## config.mk

```make
export PLATFORM = sky130hd
export DESIGN_NAME = regfile
export DESIGN_NICKNAME = d
export VERILOG_FILES = /design/src/rtl/regfile_pkg.sv /design/src/rtl/regfile.sv
export SDC_FILE = /design/constraint.sdc
export NUM_CORES = 2
export LEC_CHECK = 0
export ABC_AREA = 1
export CORE_MARGIN = 2
export CORE_UTILIZATION = 35
export DETAILED_ROUTE_END_ITERATION = 10
export GPL_ROUTABILITY_DRIVEN = 0
export SLEW_MARGIN = 30
export SYNTH_ARGS = -nofsm -noshare
export SYNTH_HDL_FRONTEND = slang
export SYNTH_SLANG_ARGS = --single-unit
```

## constraint.sdc

```tcl
create_clock -name clk_i -period 3 [get_ports clk_i]
set_input_delay 0.3 -clock clk_i [delete_from_list [all_inputs] [get_ports clk_i]]
set_output_delay 0.3 -clock clk_i [all_outputs]
set_load 0.05 [all_outputs]
```

## src/rtl/regfile_pkg.sv

```systemverilog
// Shared defaults and types for the integer register file.
package regfile_pkg;

    localparam int unsigned XLEN_DEF = 32;
    localparam int unsigned NREG_DEF = 32;
    localparam int unsigned AW_DEF   = 5;

    typedef logic [AW_DEF-1:0] reg_addr_t;

endpackage : regfile_pkg

```

## src/rtl/regfile.sv

```systemverilog
// Two-read / one-write register file with a hardwired-zero x0 and synchronous clear.
// Reads are combinational and see the pre-edge contents (no write-to-read bypass).
module regfile
    import regfile_pkg::*;
#(
    parameter int unsigned XLEN = XLEN_DEF,
    parameter int unsigned NREG = NREG_DEF,
    parameter int unsigned AW   = AW_DEF
) (
    input  logic            clk_i,
    input  logic            rst_ni,
    input  logic            rd_wren,
    input  logic [AW-1:0]   rd_addr,
    input  logic [XLEN-1:0] rd_data,
    input  logic [AW-1:0]   rs1_addr,
    input  logic [AW-1:0]   rs2_addr,
    output logic [XLEN-1:0] rs1_data,
    output logic [XLEN-1:0] rs2_data
);

    // x0 has no storage; the array starts at x1.
    logic [XLEN-1:0] regs [1:NREG-1];

    // Reset clears everything and overrides any write in the same cycle.
    always_ff @(posedge clk_i) begin
        if (rst_ni) begin
            regs <= '{default: '0};
        end else if (rd_wren && (rd_addr != '0)) begin
            regs[rd_addr] <= rd_data;
        end
    end

    always_comb begin
        rs1_data = '0;
        if (rs1_addr != '0) begin
            rs1_data = regs[rs1_addr];
        end
    end

    always_comb begin
        rs2_data = '0;
        if (rs2_addr != '0) begin
            rs2_data = regs[rs2_addr];
        end
    end

endmodule : regfile

```

# Word-level counts from Yosys, hierarchy flattened
# Cells that the tools add are included.
[op_classes]
multipliers = 0
bitwise = 3
muxes = 11
n_shift = 0
n_lt_le_gt_ge = 4
n_reduce_logical = 5
eq_ne = 0
div_mod_pow = 0
addsub = 0
[op_table]
columns = ["cell", "n"]
rows = [
  ["$bwmux 992", 1],
  ["$bmux 32 s5", 2],
  ["$mux 32", 7],
  ["$demux 32 s5", 1],
  ["$ge 6x6->1 const B", 3],
  ["$not 5->6", 3],
  ["$reduce_bool 5->1", 3],
  ["$lt 6x1->1 const B", 1],
  ["$logic_and 1x1->1", 2],
]
[totals]
latchBits = 0
out_inout_bits = 64
inputBits = 50
ram_bits = 0
ff_bits = 992
mem_count = 0
word_cells = 54
rom_bits = 0

# Longest topological paths before layout
[logic_depth]
word_depth = 6
mapped_depth = 14

# Worst setup path after synthesis
# No wires, ideal clock.
[synth_timing]
path_kind = "input -> output"
start = "input port rs2_addr[0]"
end = "output port rs2_data[18]"
t_arrival_ns = 1.710
path_slack_ns = 0.990
cell_stages = 10
required_time_ns = 2.700
cell_sequence = "buf_2 -> buf_2 -> buf_2 -> clkbuf_1 -> nand2_1 -> nand2_1 -> nand2_1 -> nand3_1 -> nand3_1 -> nand2_1"
[synth_via]
elab_chain_len = 5
[synth_rtl]
columns = ["item", "line", "rtl"]
rows = [
  ["from (decl)", "regfile.sv:16", "input logic [AW-1:0] rs2_addr,"],
  ["$not 5->6 (implied by the code)", "regfile.sv:43", "rs2_data = regs[rs2_addr];"],
  ["$bmux 32 s5", "regfile.sv:43", ""],
  ["$mux 32 (implied by the code) (2 in series)", "regfile.sv:43", ""],
  ["$mux 32 (*)", "regfile.sv:42", "if (rs2_addr != '0) begin"],
  ["to (decl)", "regfile.sv:18", "output logic [XLEN-1:0] rs2_data"],
]
# Every way passes the cells marked *; elsewhere a longest branch is shown, timed or not. The select of a mux whose other input is x is not followed.

# Worst setup path after layout
[layout_timing]
start = "register regs[900] (netlist name)"
end = "output port rs2_data[4]"
[layout_via]
elab_chain_len = 4
[layout_rtl]
columns = ["item", "line", "rtl"]
rows = [
  ["from (decl)", "regfile.sv:22", "logic [XLEN-1:0] regs [1:NREG-1];"],
  ["from (signal, indexed assignment)", "regfile.sv:29", "regs[rd_addr] <= rd_data;"],
  ["$bmux 32 s5", "regfile.sv:43", ""],
  ["$mux 32 (implied by the code) (2 in series)", "regfile.sv:43", ""],
  ["$mux 32", "regfile.sv:42", ""],
]
# Every way passes these cells. The select of a mux whose other input is x is not followed.

==> out/qor.yml <==
status: "finished, final reports clean"
p_seq_share_pct: 42.3
rows: 144
max_slew_margin_pct: 27.0
fin_crit_ns: 2.80
internal_power_w: 0.0223
dieArea_um2: 159000
synth_mux_area_share_pct: 0
ys_warn_count: 0
cts_setup_buffers: 0
rsz0062_at_grt: "false"
wl_per_cell_um: 22.2
clockBufferDepth: 3
cp-end-kind: "output port"
cpMaxStageDelayCell: "dfxtp_1"
h-tree-depth: 3
synth_edf_count: 0
synth-compound-area-share_pct: 10.8
drtPass1Iterations: 6
hold_viol_final: 0
p_leak_nw: 24.0
synthesis.nets: 9261
mostFrequentLayoutCells: "nand2_1 (4454), nand3_1 (1319), dfxtp_1 (992), a21oi_1 (872), inv_1 (294)"
stdcell_area_um2: 62400
cp.required_ns: 2.70
grt_pass1_vias: 56254
largest_reg_flops: 992
crit_fanout: 3
crit_top_cell: "nand2_1"
synthesis.instances: 9211
worstSetupPathType: "reg2out"
via_per_inst: 5.64
synth_simple_gate_area_share_pct: 44.6
drt_iter0_markers: 9523
drcViolationCount: 0
yosysUniqueCellTypes: 19
synth-adder-area-share_pct: 0
largest_register: "regs"
max_cap_violations: 0
synth_area_leader_cell: "dfxtp_1"
ant_nets: 0
cts_sinks: 992
netlist_area_um2: 54600
worst_pin_slew_ns: 1.09
cts_hold_buf: 0
grt_use_total_pct: 29.7
coreArea_um2: 155000
ys_seq_elements: 992
initial_utilization_pct: 35.3
io_pins: 114
gr-total-overflow: 0
finish.net_count: 8949
antenna_found_initial: 8
period_share_pct: 93.2
power_density_nw_per_um2: 505
ys.flop_type: "dfxtp_1"
drv_slew: 0
max_stage_delay_ns: 0.29
die_w_um: 399
grt_max_degree: 119
top_regs: "regs x992"
min_path_type: "in2reg"
hpwl_mm: 145
drive_above_1_share_pct: 6.42
clk_pin_slew_worst_paths_ns: 0.06
cts_tree: "built"
async_reset_ff_share_pct: 0
path_cells: "inv_1, nand2_1, nand3_1, nand2_1, inv_1, nand2_1, nand2_1, nand2_1, inv_1, nand2_1, buf_12, buf_12"
mostFrequentLayoutCell: "nand2_1"
tns_ns: 0
ir_drop_uv: 440
root_buffer: "clkbuf_16"
p_sw_w: 0.00924
areaGrowthSynthToFinish_pct: 14.3
p_clk_share_pct: 43.6
fmax_ghz: 0.358
synth_xor_area_share_pct: 0
hold_path_depth: 2
die_h_um: 399
r2r_cells: 2
grt_first_pass_wirelength_mm: 362
clk_latency_ns: 0.72
io_buffers: 113
fin_skew_ns: 0
numCtsBuffers: 112
synth_top_family_by_area: "simple AND/OR/NAND/NOR gates"
yosysTopAreaCellShare_pct: 36.4
yosysSeqAreaShare_pct: 36.4
r2r_setup_slack_ns: 2.24
p_comb_share_pct: 14.0
setup-violations-final: 0
vias: 62203
ys_top_cells_by_area: "dfxtp_1 (36%), nand2_1 (31%), nand3_1 (12%)"
avgSynthCellArea_um2: 5.93
cp.arrival_ns: 2.50
postCtsResizedCells: 0
switching_share_pct: 29.3
postPlaceCellArea_um2: 58900
critPathLaunchType: "flip-flop"
drt-total-wl_mm: 245
-- kinds of logic (layout without fill, tap and decap cells) --
| family | count (synthesis) | count (layout) |
|---|---|---|
| AOI/OAI and AO/OA | 1078 | 1078 |
| buffers and inverters | 1124 | 897 |
| DFF | 992 | 992 |
| other | 0 | 4 |
| and+or+nand+nor | 6017 | 6017 |
-- metal layers --
metal	share of wire (%)	global-route usage [%]	vias to the layer above
met4	5.9	16.0	4
met5	0.012	0	-
li1	-	-	28749
met2	41	42.9	4025
met3	12	7.19	724
met1	41	40.5	28701
-- power groups by stage --
stage	logic (W)	clock network [W]	registers, W
6_report	0.00443	0.0138	0.0134
5_1_grt	0.00459	0.0144	0.0134
4_1_cts	0.00429	0.0139	0.0134
3_5_place_dp	0.00428	0	0.0136
3_3_place_gp	0.00427	0	0.0136
2_1_floorplan	0.00231	0	0.0136
-- worst max-delay path: cells and delay by family (launching register included) --
| family | cells | cell delay (ns) |
|---|---|---|
| buf+inv | 5 | 0.58 |
| flops | 1 | 0.29 |
| simple gates | 7 | 0.87 |
-- final timing paths --
| kind | start | end |
|---|---|---|
| min | rst_ni | regs[979] |
| max | regs[900] | rs2_data[4] |
| min reg2reg | regs[239] | regs[239] |
| max reg2reg | regs[853] | regs[853] |
-- area by class of cell --
cell class	count	area, um2
Clock inverter	32	267
Inverter	321	1240
Clock buffer	167	3310
Tap cell	2044	2560
Multi-Input combinational cell	7095	30400
Timing Repair Buffer	377	4800
Fill cell	16248	92100
Sequential cell	992	19900
Antenna cell	4	10.0
-- synth_stat cells, types with 6 or more instances --
cell	n
o21ai_0	8
dfxtp_1	992
inv_1	298
nand3_1	1319
nand3_2	7
nor2_1	214
inv_2	23
a21oi_1	872
nand2_1	4455
buf_2	224
a211oi_1	192
clkbuf_1	493
nor2_2	13
buf_1	84
o211ai_1	6
-- metrics by stage --
step	std cells	setup slack, ns	utilization [%]	hold slack [ns]	power (W)
4_1_cts	11028	0.260	40.4	0.00767	0.0315
5_1_grt	11031	0.151	40.4	0.0415	0.0324
2_1_floorplan	9211	0.990	-	0.452	0.0159
3_3_place_gp	10829	0.373	38.1	0.462	0.0179
6_report	11032	0.203	40.4	0.0512	0.0316
3_5_place_dp	10829	0.386	38.1	0.467	0.0179
No activity file was read; power rests on OpenSTA's default activity.
